$ cat src/rtl/fighter_pkg.sv
// fighter_pkg: state encoding and position/height widths shared by the fighter
// action engine, the renderer and the collision logic.
package fighter_pkg;
  localparam int X_W = 10;
  localparam int Y_W = 8;
  typedef enum logic [2:0] {
    IDLE     = 3'd0,
    WALK     = 3'd1,
    CROUCH   = 3'd2,
    JUMP     = 3'd3,
    ATTACK   = 3'd4,
    PARRY    = 3'd5,
    COOLDOWN = 3'd6,
    STUN     = 3'd7
  } state_t;
  function automatic int max2(int a, int b);
    return a > b ? a : b;
  endfunction
  function automatic logic moving(state_t s);
    return s == WALK || s == JUMP;
  endfunction
endpackage

$ cat src/rtl/fighter_motion.sv
// fighter_motion: move-tick divider plus saturating x position and jump height.
module fighter_motion
  import fighter_pkg::*;
#(
  parameter int X_MIN    = 0,
  parameter int X_MAX    = 600,
  parameter int X_INIT   = 100,
  parameter int STEP     = 2,
  parameter int MOVE_DIV = 1000000,
  parameter int JUMP_H   = 40
) (
  input  logic           clk,
  input  logic           rst_n,
  input  logic           run,
  input  logic           keep,
  input  logic           jump,
  input  logic           hit,
  input  logic           left,
  input  logic           right,
  output logic           land,
  output logic [X_W-1:0] x_pos,
  output logic [Y_W-1:0] y_off
);
  localparam int CW = MOVE_DIV > 1 ? $clog2(MOVE_DIV) : 1;
  localparam logic [CW-1:0] CNT_LAST = CW'(MOVE_DIV - 1);
  localparam logic [X_W-1:0] X_HI = X_W'(X_MAX - STEP);
  localparam logic [X_W-1:0] X_LO = X_W'(X_MIN + STEP);
  logic [CW-1:0] cnt_q, cnt_d;
  logic [X_W-1:0] x_q, x_d;
  logic [Y_W-1:0] y_q, y_d;
  logic fall_q, fall_d, tick;
  // run: currently in WALK/JUMP; keep: staying there, otherwise the divider clears
  always_comb begin
    tick   = run && cnt_q == CNT_LAST;
    land   = jump && tick && fall_q && y_q == Y_W'(1);
    cnt_d  = (run && keep && !tick) ? cnt_q + 1'b1 : '0;
    x_d    = !(tick && !hit && (left ^ right)) ? x_q :
             right ? (x_q >= X_HI ? X_W'(X_MAX) : x_q + X_W'(STEP)) :
                     (x_q <= X_LO ? X_W'(X_MIN) : x_q - X_W'(STEP));
    y_d    = (hit || !jump) ? '0 : !tick ? y_q : fall_q ? y_q - 1'b1 : y_q + 1'b1;
    fall_d = (hit || !jump || land) ? 1'b0 :
             (tick && !fall_q && y_q + 1'b1 == Y_W'(JUMP_H)) ? 1'b1 : fall_q;
  end
  always_ff @(posedge clk or negedge rst_n) begin
    if (!rst_n) begin
      cnt_q  <= '0;
      x_q    <= X_W'(X_INIT);
      y_q    <= '0;
      fall_q <= 1'b0;
    end else begin
      cnt_q  <= cnt_d;
      x_q    <= x_d;
      y_q    <= y_d;
      fall_q <= fall_d;
    end
  end
  assign x_pos = x_q;
  assign y_off = y_q;
endmodule

$ cat src/rtl/fighter_action_fsm.sv
// fighter_action_fsm: per-player action engine (walk, crouch, jump, attack, parry, stun).
// Define FIGHTER_LED_DEBUG_EN to add the registered one-hot led[6:0] state output.
module fighter_action_fsm
  import fighter_pkg::*;
#(
  parameter int X_MIN           = 0,
  parameter int X_MAX           = 600,
  parameter int X_INIT          = 100,
  parameter int STEP            = 2,
  parameter int MOVE_DIV        = 1000000,
  parameter int JUMP_H          = 40,
  parameter int ATTACK_CYCLES   = 25000000,
  parameter int PARRY_CYCLES    = 15000000,
  parameter int COOLDOWN_CYCLES = 20000000,
  parameter int STUN_CYCLES     = 50000000
) (
  input  logic       clk,
  input  logic       rst_n,
  input  logic       left,
  input  logic       right,
  input  logic       up,
  input  logic       down,
  input  logic       attack,
  input  logic       parry,
  input  logic       hit_in,
  output logic [9:0] x_pos,
  output logic [7:0] y_off,
  output logic [2:0] state,
  output logic       attack_active,
  output logic       parry_active,
  output logic       hit_taken,
  output logic       parry_ok
`ifdef FIGHTER_LED_DEBUG_EN
  ,
  output logic [6:0] led
`endif
);
  localparam int DUR_MAX = max2(max2(ATTACK_CYCLES, PARRY_CYCLES), max2(COOLDOWN_CYCLES, STUN_CYCLES));
  localparam int DW = $clog2(DUR_MAX + 1);
  state_t state_q, state_d;
  logic [DW-1:0] dur_q, dur_d, dur_end;
  logic attack_q, parry_q, aa_q, aa_d, pa_q, pa_d, ht_q, ht_d, po_q, po_d;
  logic atk_rise, par_rise, hit_stun, land;
  always_comb begin
    atk_rise = attack & ~attack_q;
    par_rise = parry & ~parry_q;
    hit_stun = hit_in && state_q != PARRY;
    dur_end  = state_q == ATTACK   ? DW'(ATTACK_CYCLES - 1) :
               state_q == PARRY    ? DW'(PARRY_CYCLES - 1) :
               state_q == COOLDOWN ? DW'(COOLDOWN_CYCLES - 1) : DW'(STUN_CYCLES - 1);
    state_d  = state_q;
    if (hit_stun)
      state_d = STUN;
    else
      case (state_q)
        IDLE, WALK, CROUCH:
          state_d = atk_rise ? ATTACK : par_rise ? PARRY : up ? JUMP : down ? CROUCH :
                    (left ^ right) ? WALK : IDLE;
        JUMP:     state_d = land ? IDLE : JUMP;
        ATTACK:   state_d = dur_q == dur_end ? COOLDOWN : ATTACK;
        PARRY:    state_d = dur_q == dur_end ? COOLDOWN : PARRY;
        default:  state_d = dur_q == dur_end ? IDLE : state_q;
      endcase
    // a hit in STUN re-enters STUN, so the shared counter restarts too
    dur_d = (hit_stun || state_d != state_q || state_q < ATTACK) ? '0 : dur_q + 1'b1;
    aa_d  = state_d == ATTACK;
    pa_d  = state_d == PARRY;
    ht_d  = hit_stun;
    po_d  = hit_in && state_q == PARRY;
  end
  always_ff @(posedge clk or negedge rst_n) begin
    if (!rst_n) begin
      state_q  <= IDLE;
      dur_q    <= '0;
      attack_q <= 1'b0;
      parry_q  <= 1'b0;
      aa_q     <= 1'b0;
      pa_q     <= 1'b0;
      ht_q     <= 1'b0;
      po_q     <= 1'b0;
    end else begin
      state_q  <= state_d;
      dur_q    <= dur_d;
      attack_q <= attack;
      parry_q  <= parry;
      aa_q     <= aa_d;
      pa_q     <= pa_d;
      ht_q     <= ht_d;
      po_q     <= po_d;
    end
  end
  fighter_motion #(
    .X_MIN(X_MIN), .X_MAX(X_MAX), .X_INIT(X_INIT), .STEP(STEP),
    .MOVE_DIV(MOVE_DIV), .JUMP_H(JUMP_H)
  ) u_motion (
    .clk(clk), .rst_n(rst_n),
    .run(moving(state_q)), .keep(moving(state_d)), .jump(state_q == JUMP), .hit(hit_stun),
    .left(left), .right(right), .land(land), .x_pos(x_pos), .y_off(y_off)
  );
  assign state         = state_q;
  assign attack_active = aa_q;
  assign parry_active  = pa_q;
  assign hit_taken     = ht_q;
  assign parry_ok      = po_q;
`ifdef FIGHTER_LED_DEBUG_EN
  logic [6:0] led_q, led_d;
  logic [7:0] oh;
  always_comb begin
    oh    = 8'b1 << state_d;
    led_d = oh[7:1];
  end
  always_ff @(posedge clk or negedge rst_n) begin
    if (!rst_n) led_q <= '0;
    else        led_q <= led_d;
  end
  assign led = led_q;
`endif
endmodule

$ cat config.mk
export PLATFORM = sky130hd
export DESIGN_NAME = fighter_action_fsm
export DESIGN_NICKNAME = d
export VERILOG_FILES = /design/src/rtl/fighter_pkg.sv /design/src/rtl/fighter_motion.sv /design/src/rtl/fighter_action_fsm.sv
export SDC_FILE = /design/constraint.sdc
export NUM_CORES = 1
export LEC_CHECK = 0
export ABC_CLOCK_PERIOD_IN_PS = 2700
export BUFFER_PORTS_ARGS = -buffer_cell sky130_fd_sc_hd__buf_2
export CAP_MARGIN = 20
export CORE_MARGIN = 3
export CORE_UTILIZATION = 46
export CTS_BUF_LIST = sky130_fd_sc_hd__clkbuf_8 sky130_fd_sc_hd__clkbuf_16
export DETAILED_ROUTE_END_ITERATION = 16
export SETUP_SLACK_MARGIN = 0.1
export SYNTH_ARGS = -nofsm -noshare
export SYNTH_HDL_FRONTEND = slang
export SYNTH_SLANG_ARGS = --single-unit
export TNS_END_PERCENT = 10
$ cat constraint.sdc
create_clock -name clk -period 2.7 [get_ports clk]
set_clock_uncertainty 0.05 [all_clocks]
set_input_delay 0.27 -clock clk [delete_from_list [all_inputs] [get_ports clk]]
set_output_delay 0.27 -clock clk [all_outputs]
set_load 0.01 [all_outputs]
## Word-level counts from Yosys, hierarchy flattened

Index checks and enable logic that the tools add are counted.

- Register bits: 74
- Output and inout bits: 25

- Add/subtract/negate cells: 6
- Order comparisons: 3
- Equal/unequal tests: 16
- Mux-type cells: 24
- Bitwise operators: 5
- Reduce and logical (&&, ||, !) cells: 26

Operators by type and width:

| kind | number |
|---|---|
| 26-bit 2-to-1 mux | 4 |
| 10-bit 2-to-1 mux | 3 |
| 26-bit by 1-bit adder with 26-bit output, second input constant | 1 |
| 26-bit equality test | 1 |
| 8-bit 2-to-1 mux | 3 |
| 20-bit by 1-bit adder with 20-bit output, second input constant | 1 |
| 20-bit equality test, second input constant | 1 |
| 20-bit 2-to-1 mux | 1 |
| 3-bit equality test, second input constant | 5 |
| 1-bit logical AND | 12 |
| 3-bit 2-to-1 mux | 4 |
| 3-bit one-hot mux with 4 select lines | 1 |
| 10-bit by 2-bit adder with 10-bit output, second input constant | 1 |
| 10-bit greater-or-equal comparator, second input constant | 1 |
| 10-bit by 2-bit <= comparator with 1-bit output, second input constant | 1 |
| 2-bit 2-to-1 mux | 5 |
| 10-bit by 2-bit subtractor with 10-bit output, second input constant | 1 |
| 3-bit by 2-bit equality test with 1-bit output, second input constant | 3 |
| 8-bit by 1-bit adder with 8-bit output, second input constant | 1 |
| 8-bit by 1-bit equality test with 1-bit output, second input constant | 1 |
| 8-bit by 6-bit equality test with 1-bit output, second input constant | 1 |
| 8-bit by 1-bit subtractor with 8-bit output, second input constant | 1 |
| 3-bit by 1-bit equality test with 1-bit output, second input constant | 2 |
| 1-bit logical OR | 6 |
| 11 further kinds | 19 |

## Depth between registers and ports, before layout

Gate-level depths: netlist of the first run.

- Depth after elaboration: 14
- Mapped depth: 9

## Hierarchy

From an unflattened synthesis of the first run, not the netlist that was laid out.

- Cell total of the unflattened synthesis: 491
- Area total of the unflattened synthesis: 4,465.5 um^2

Modules (own cells, without submodules):

| module | instances | cells an instance | area each (um^2) | seq. area each (um^2) |
|---|---|---|---|---|
| fighter_motion | 1 | 281 | 2,473.6 | 954.7 |
| fighter_action_fsm | 1 | 210 | 1,991.9 | 875.8 |

## Worst setup path before layout of the first run

OpenSTA, ideal clock, no wires.

- Kind: reg2reg
- Start point: register dur_q[0]
- End point: register dur_q[17]
- Arrival: 2,058 ps
- Setup slack: 470 ps
- Stages on the path, launching flop included: 10
- Path through: dfrtp_1 -> ha_1 -> and4_1 -> buf_2 -> nand2_1 -> a2111oi_0 -> nand3_1 -> nand3_1 -> buf_2 -> nor2_1

- Word-level cells in the longest chain between the ends: 8
- Elaborated cells on any way between the ends: 11
- Those cells by class: add/sub: 1; eq/ne: 2; mux: 6; reduce/logical: 2

RTL lines:

| what | line | text |
|---|---|---|
| start: declaration | fighter_action_fsm.sv:41 | `logic [DW-1:0] dur_q, dur_d, dur_end;` |
| start signal: assignment | fighter_action_fsm.sv:83 | `dur_q <= dur_d;` |
| 26-bit equality test | fighter_action_fsm.sv:60, fighter_action_fsm.sv:61, fighter_action_fsm.sv:62 |  |
| 3-bit 2-to-1 mux (tied with other cells) | fighter_action_fsm.sv:62 | `default: state_d = dur_q == dur_end ? IDLE : state_q;` |
| 3-bit one-hot mux with 4 select lines | fighter_action_fsm.sv:55 | `case (state_q)` |
| 3-bit 2-to-1 mux | fighter_action_fsm.sv:52 | `if (hit_stun)` |
| 3-bit != test | fighter_action_fsm.sv:65 | `dur_d = (hit_stun \|\| state_d != state_q \|\| state_q < ATTACK) ? '0 : dur_q + 1'b1;` |
| 1-bit logical OR (2 in a row) | fighter_action_fsm.sv:65 |  |
| 26-bit 2-to-1 mux * | fighter_action_fsm.sv:65 |  |
| net dur_d[17] | fighter_action_fsm.sv:41 |  |

Mark *: on every way through the listed nets, which the timed path passes. The rest lies on a longest branch.
A chain may end at the register's enable or synchronous reset.

## Final worst setup path of the first run

- Start point: register state_q[2], in the netlist state[2]
- End point: register u_motion.cnt_q[17]

- Word-level cells in the longest chain between the ends: 14
- Elaborated cells on any way between the ends: 32
- Those cells by class: eq/ne: 10; mux: 10; reduce/logical: 12

RTL lines:

| what | line | text |
|---|---|---|
| start: declaration | fighter_action_fsm.sv:40 | `state_t state_q, state_d;` |
| start signal: assignment | fighter_action_fsm.sv:82 | `state_q <= state_d;` |
| parallel branches: the longest is 12 deep, another holds 26-bit 2-to-1 mux | -- |  |
| 1-bit logical AND * | fighter_motion.sv:36 | `cnt_d = (run && keep && !tick) ? cnt_q + 1'b1 : '0;` |
| 20-bit 2-to-1 mux * | fighter_motion.sv:36 |  |
| net u_motion.cnt_d[17] | fighter_motion.sv:28 | `logic [CW-1:0] cnt_q, cnt_d;` |
| end signal: assignment | fighter_motion.sv:51 | `cnt_q <= cnt_d;` |
| end: declaration | fighter_motion.sv:28 |  |

Mark *: on every way through the listed nets, which the timed path passes.

==> results.cfg, run 1 <==
[global_route]
grt_pass1_wl_um = 16500
grt-ovfl-total = 0
grt_use_total_pct = 19.4
grt_max_degree = 74
antenna_found_initial = 0
grt_pass1_vias = 3520

[floorplanning]
die_x_um = 103
die-area_sq_mm = 0.0106
fp.dieH_um = 103
rows = 34
core-area_sq_mm = 0.00893
start_util_pct = 48.5
num_io_pins = 34

[status]
outcome = finished, violations left
violations = hold timing

[clocking]
cts_tree = built
clockBufferDepth = 2
cts_buffers = 9
clockRootBuffer = clkbuf_8
clk_pin_slew_ps = 80
clk_latency_ps = 340
cts_setup_buffers = 0
cts_max_level = 3
cts_sinks = 73

[timing]
rsz0062_at_grt = yes
max_freq_mhz = 415
tightest_slew_ps = 943
maxSlewHeadroom_pct = 37.1
final-setup-viol-count = 0
slew_violations = 0
setup_tns_ps = 0
hold_viol_final = 5
min_period_over_period_pct = 89.3
hold_ws_ps = -10.8
fin_crit_ps = 2410

[placement]
dp_hpwl_um = 6770
io_buffers = 32
gp_congestion = 0.866
place_area_sq_mm = 0.00465

[job]
drv_cap = 0

[synthesis]
seq_area_frac_synth_pct = 42.3
muxShareOfSynthArea_pct = 1.21
synthDistinctLibCells = 64
synth-compound-area-share_pct = 11.9
syn_area_sq_mm = 0.00433
async_flop_share_pct = 100
synth_edf_count = 0
synth_top_area_share_pct = 40.5
yosysWarnings = 0
synthAdderAreaFrac_pct = 2.60
synth_area_leader_cell = dfrtp_1
synth-simple-area-share_pct = 27.5
synth.area.top_cells = dfrtp_1 (40%), nor2_1 (6.8%), xor2_1 (6.7%)
synth_xor_area_share_pct = 10.5
synth_cells = 486
syn_area_per_cell_sq_um = 8.91
synth_top_family_by_area = simple AND/OR/NAND/NOR gates
synth_ff_type = dfrtp_1
syn-num-nets = 504
ys_ff_latch = 73

[critical_path]
cpPeakStageDelay_ps = 580
worstPathMaxFanout = 19
cp-end-kind = flop
cpMaxStageDelayCell = a2111oi_0
crit_required_ps = 2910
crit_arrival_ps = 2620
critPathBufInv = 1
start_kind = flop
criticalPathCategory = reg2reg
worst_path_dominant_cell_family = compound AO/OA/AOI/OAI gates
crit_chain = buf_4, nand2b_1, o2111ai_1, a2111oi_0, and4_1, o21ai_2, nor2_1
reg2reg_slack_ps = 290

[detailed_routing]
via_per_inst = 5.63
drc = 0
drtIter0Drc = 211
ant_nets = 0
drtPass1Iterations = 4
dr_total_vias = 3577
drt-total-wl_um = 9720
wl_per_cell_um = 15.3

[cells_and_area]
antenna_cells = 0
drive_gt1_share_pct = 14.0
area_delta_synth_final_pct = 12.4
nFillCells = 846
mostFrequentLayoutCells = nor2_1 (79), dfrtp_1 (70), xor2_1 (33)
layout_commonest_cell = nor2_1
nets = 541
design_area_sq_mm = 0.00487

[pwr]
peakVddDrop_uv = 208
power.leakage_uw = 0.00208
p_per_area_mw_per_mm2 = 425

[min_path]
hp-class = in2async
==> state kept, by name (all words and copies together), names as in the netlist <==
signal	count
attack_active	1
u_motion.x_pos	9
attack_q	1
u_motion.fall_q	1
parry_q	1
parry_active	1
state	3
parry_ok	1
dur_q	26
u_motion.y_off	8
u_motion.cnt_q	20
hit_taken	1
==> logic make-up (layout without fill, tap and decap cells) <==
kind of cell	Yosys count	count (layout)
DFF	73	73
xor gates and xnor gates	52	52
muxes	5	5
adders and majority gates	9	9
and+or+nand+nor	229	229
AOI/OAI and AO/OA	76	76
buffers and inverters	41	82
other	1	1
==> cells in the mapped netlist (4+ instances only) <==
master and n:
a21oi_1 22, ha_1 9, dfrtp_1 70, buf_2 7, clkbuf_1 14, and4_1 7, inv_1 19, nand3b_1 7
nand2_1 32, nor3_1 10, and3_1 10, or3_1 4, nor2b_1 10, nor2_1 79, xnor2_1 19, nand3_1 29
o21ai_0 12, nand4_1 14, xor2_1 33
==> per-stage QoR <==
step                power [uW]  cells  setup slack, ps  util (%)
global placement          1220    618              372      52.0
finish                    2070    635              290      54.5
CTS                       2100    635              253      54.5
detailed placement        1220    618              269      52.0
global route              2160    635             89.7      54.5
floorplan                 1170    486              470         -
==> timing repair <==
item	4_1_cts	5_1_grt
endpoints found under the hold margin	2	0
hold buffers	2	0
gates resized for setup	0	1
setup endpoints to repair	0	2
==> worst register-to-register path, stage by stage (launching register included) <==
cell,delay [ps]
dfrtp_1,420
buf_4,180
nand2b_1,140
o2111ai_1,180
a2111oi_0,580
and4_1,330
o21ai_2,250
nor2_1,210
==> power breakdown <==
part | switching [uW] | internal [uW] | total [uW]
logic | 60.2 | 28.8 | 89.0
clock network | 399 | 467 | 866
registers | 10.4 | 1100 | 1110
==> final timing paths <==
check                          from                  to  depth (start not counted)
setup / recovery           state[2]  u_motion.cnt_q[17]                          7
max in group asynchronous     rst_n  u_motion.cnt_q[17]                          1
min in group clk             hit_in            parry_ok                          3
hold reg to reg            dur_q[0]            dur_q[0]                          1
setup reg to reg           state[2]  u_motion.cnt_q[17]                          7
hold / removal                rst_n   u_motion.y_off[4]                          1
==> metal layers <==
metal | GRT usage (%) | routed length, um
met5 | 0 | 0
met4 | 6.08 | 120
met3 | 2.98 | 292
met2 | 31.5 | 4590
met1 | 26.7 | 4710
==> area by class of cell <==
cell class,count,area [sq um],area share [%]
clock buffers,11,151,3.11
clock inverters,4,43.8,0.900
inverters,19,71.3,1.47
multi-input cells,372,2330,48.0
flip-flops and latches,73,1830,37.6
well taps,108,135,2.78
repair buffers,48,300,6.17
(Power assumes the default switching activity.)
==> run 2, diff against run 1 <==
Settings changed: GPL_ROUTABILITY_DRIVEN set to 0, RECOVER_POWER set to 100.
==> run 2 against run 1 <==
  * The flow finishes with violations (capacitance limit, slew limit)
  * First-iteration DRC count fell by 17%
  * Clock power about the same
  * Wire length rose by 0.54%
  * Global-route usage unchanged
  * Register-to-register slack worse by 30 ps
  * Sequential share of layout area rose by 0.44 points
  * Critical endpoint is now u_motion.y_off[6]
  * Largest power group unchanged
==> results.cfg, run 2 (same netlist as run 1, synthesis figures left out) <==
[status]
outcome = finished, violations left
violations = capacitance limit, slew limit

[detailed_routing]
drc = 0
drt-total-wl_um = 9770
ant_nets = 0
drtPass1Iterations = 4
dr_total_vias = 3592
wl_per_cell_um = 15.4
via_per_inst = 5.66
drtIter0Drc = 175

[critical_path]
crit_required_ps = 2910
cpPeakStageDelay_ps = 570
critPathBufInv = 1
criticalPathCategory = reg2reg
worst_path_dominant_cell_family = simple AND/OR/NAND/NOR gates
crit_arrival_ps = 2650
start_kind = flop
crit_chain = or4_4, nor4_4, nand3_1, clkbuf_1, or3_1, a21oi_1
cp-end-kind = flop
worstPathMaxFanout = 12
cpMaxStageDelayCell = or4_4

[global_route]
grt_pass1_vias = 3520
antenna_found_initial = 0
grt_max_degree = 74
grt-ovfl-total = 0
grt_pass1_wl_um = 16500
grt_use_total_pct = 19.4

[clocking]
clockRootBuffer = clkbuf_8
cts_tree = built
cts_setup_buffers = 0
cts_buffers = 9
clk_latency_ps = 340
cts_max_level = 3
clockBufferDepth = 2
cts_sinks = 73
clk_pin_slew_ps = 70

[floorplanning]
start_util_pct = 48.5
fp.dieH_um = 103
rows = 34
die-area_sq_mm = 0.0106
die_x_um = 103
core-area_sq_mm = 0.00893
num_io_pins = 34

[timing]
min_period_over_period_pct = 90.5
slew_violations = 74
final-setup-viol-count = 0
fin_crit_ps = 2440
setup_tns_ps = 0
maxSlewHeadroom_pct = -23.6
hold_viol_final = 0
tightest_slew_ps = 1850
max_freq_mhz = 409
rsz0062_at_grt = yes

[cells_and_area]
antenna_cells = 0
seqCellArea_sq_mm = 0.00183
layout_commonest_cell = nor2_1
largest_register_ff_count = 26
design_area_sq_mm = 0.00481
mostFrequentLayoutCells = nor2_1 (79), dfrtp_1 (70), xor2_1 (33)
nFillCells = 864
nets = 541
area_delta_synth_final_pct = 11.1
multi_input_area_sq_mm = 0.00233
regMostFlops = dur_q
drive_gt1_share_pct = 8.73

[pwr]
p_per_area_mw_per_mm2 = 429
power.leakage_uw = 0.00199
peakVddDrop_uv = 210
p_total_uw = 2070

[placement]
io_buffers = 32
dp_hpwl_um = 6770
place_area_sq_mm = 0.00465

[job]
drv_cap = 1

[min_path]
hp-class = in2reg
## run 2: cell type report
type                    count  area share [%]
repair buffers             48            5.20
clock inverters             4           0.911
inverters                  19            1.48
flip-flops and latches     73            38.1
well taps                 108            2.81
clock buffers              11            3.15
multi-input cells         372            48.4
## run 2: layer usage
metal | part of all wire [%] | vias to the layer above | routed length [um] | track usage (%)
li1 | - | 1786 | - | -
met1 | 49 | 1744 | 4790 | 26.7
met5 | 0 | - | 0 | 0
met4 | 1.3 | 0 | 125 | 6.08
met2 | 47 | 52 | 4570 | 31.5
met3 | 2.9 | 10 | 284 | 2.98
## run 2: repair_timing
item	4_1_cts	5_1_grt
hold endpoints to repair	2	0
endpoints found under the setup margin	0	2
hold buffers	2	0
gates resized for setup	0	1
## run 2: through the flow
stage | utilization [%] | hold WS (ps) | instances | setup WS [ps]
detailed placement | 52.0 | 347 | 618 | 269
CTS | 54.5 | 44.4 | 635 | 253
finish | 53.8 | 152 | 635 | 256
global route | 53.8 | 148 | 635 | 82.5
global placement | 52.0 | 339 | 618 | 372
floorplan | - | -75.6 | 486 | 470
## run 2: tightest hold or removal path: cells and delay by family
family                 cells  cell delay (ps)
and+or+nand+nor            1               40
buffers and inverters      2              200
## run 2: final timing paths
check | from | to | slack, ps | depth (start not counted)
worst max-delay path | u_motion.cnt_q[7] | u_motion.y_off[6] | 260 | 6
worst min-delay path | hit_in | parry_ok | 150 | 3
worst max register to register | u_motion.cnt_q[7] | u_motion.y_off[6] | 260 | 6
worst min register to register | dur_q[0] | dur_q[0] | 430 | 1
max in group asynchronous | rst_n | state[1] | 1120 | 1
min in group asynchronous | rst_n | u_motion.y_off[4] | 360 | 1
## run 2: where the power goes
part | switching [uW] | internal [uW]
logic | 60.3 | 26.6
registers | 10.6 | 1100
clock network | 401 | 467
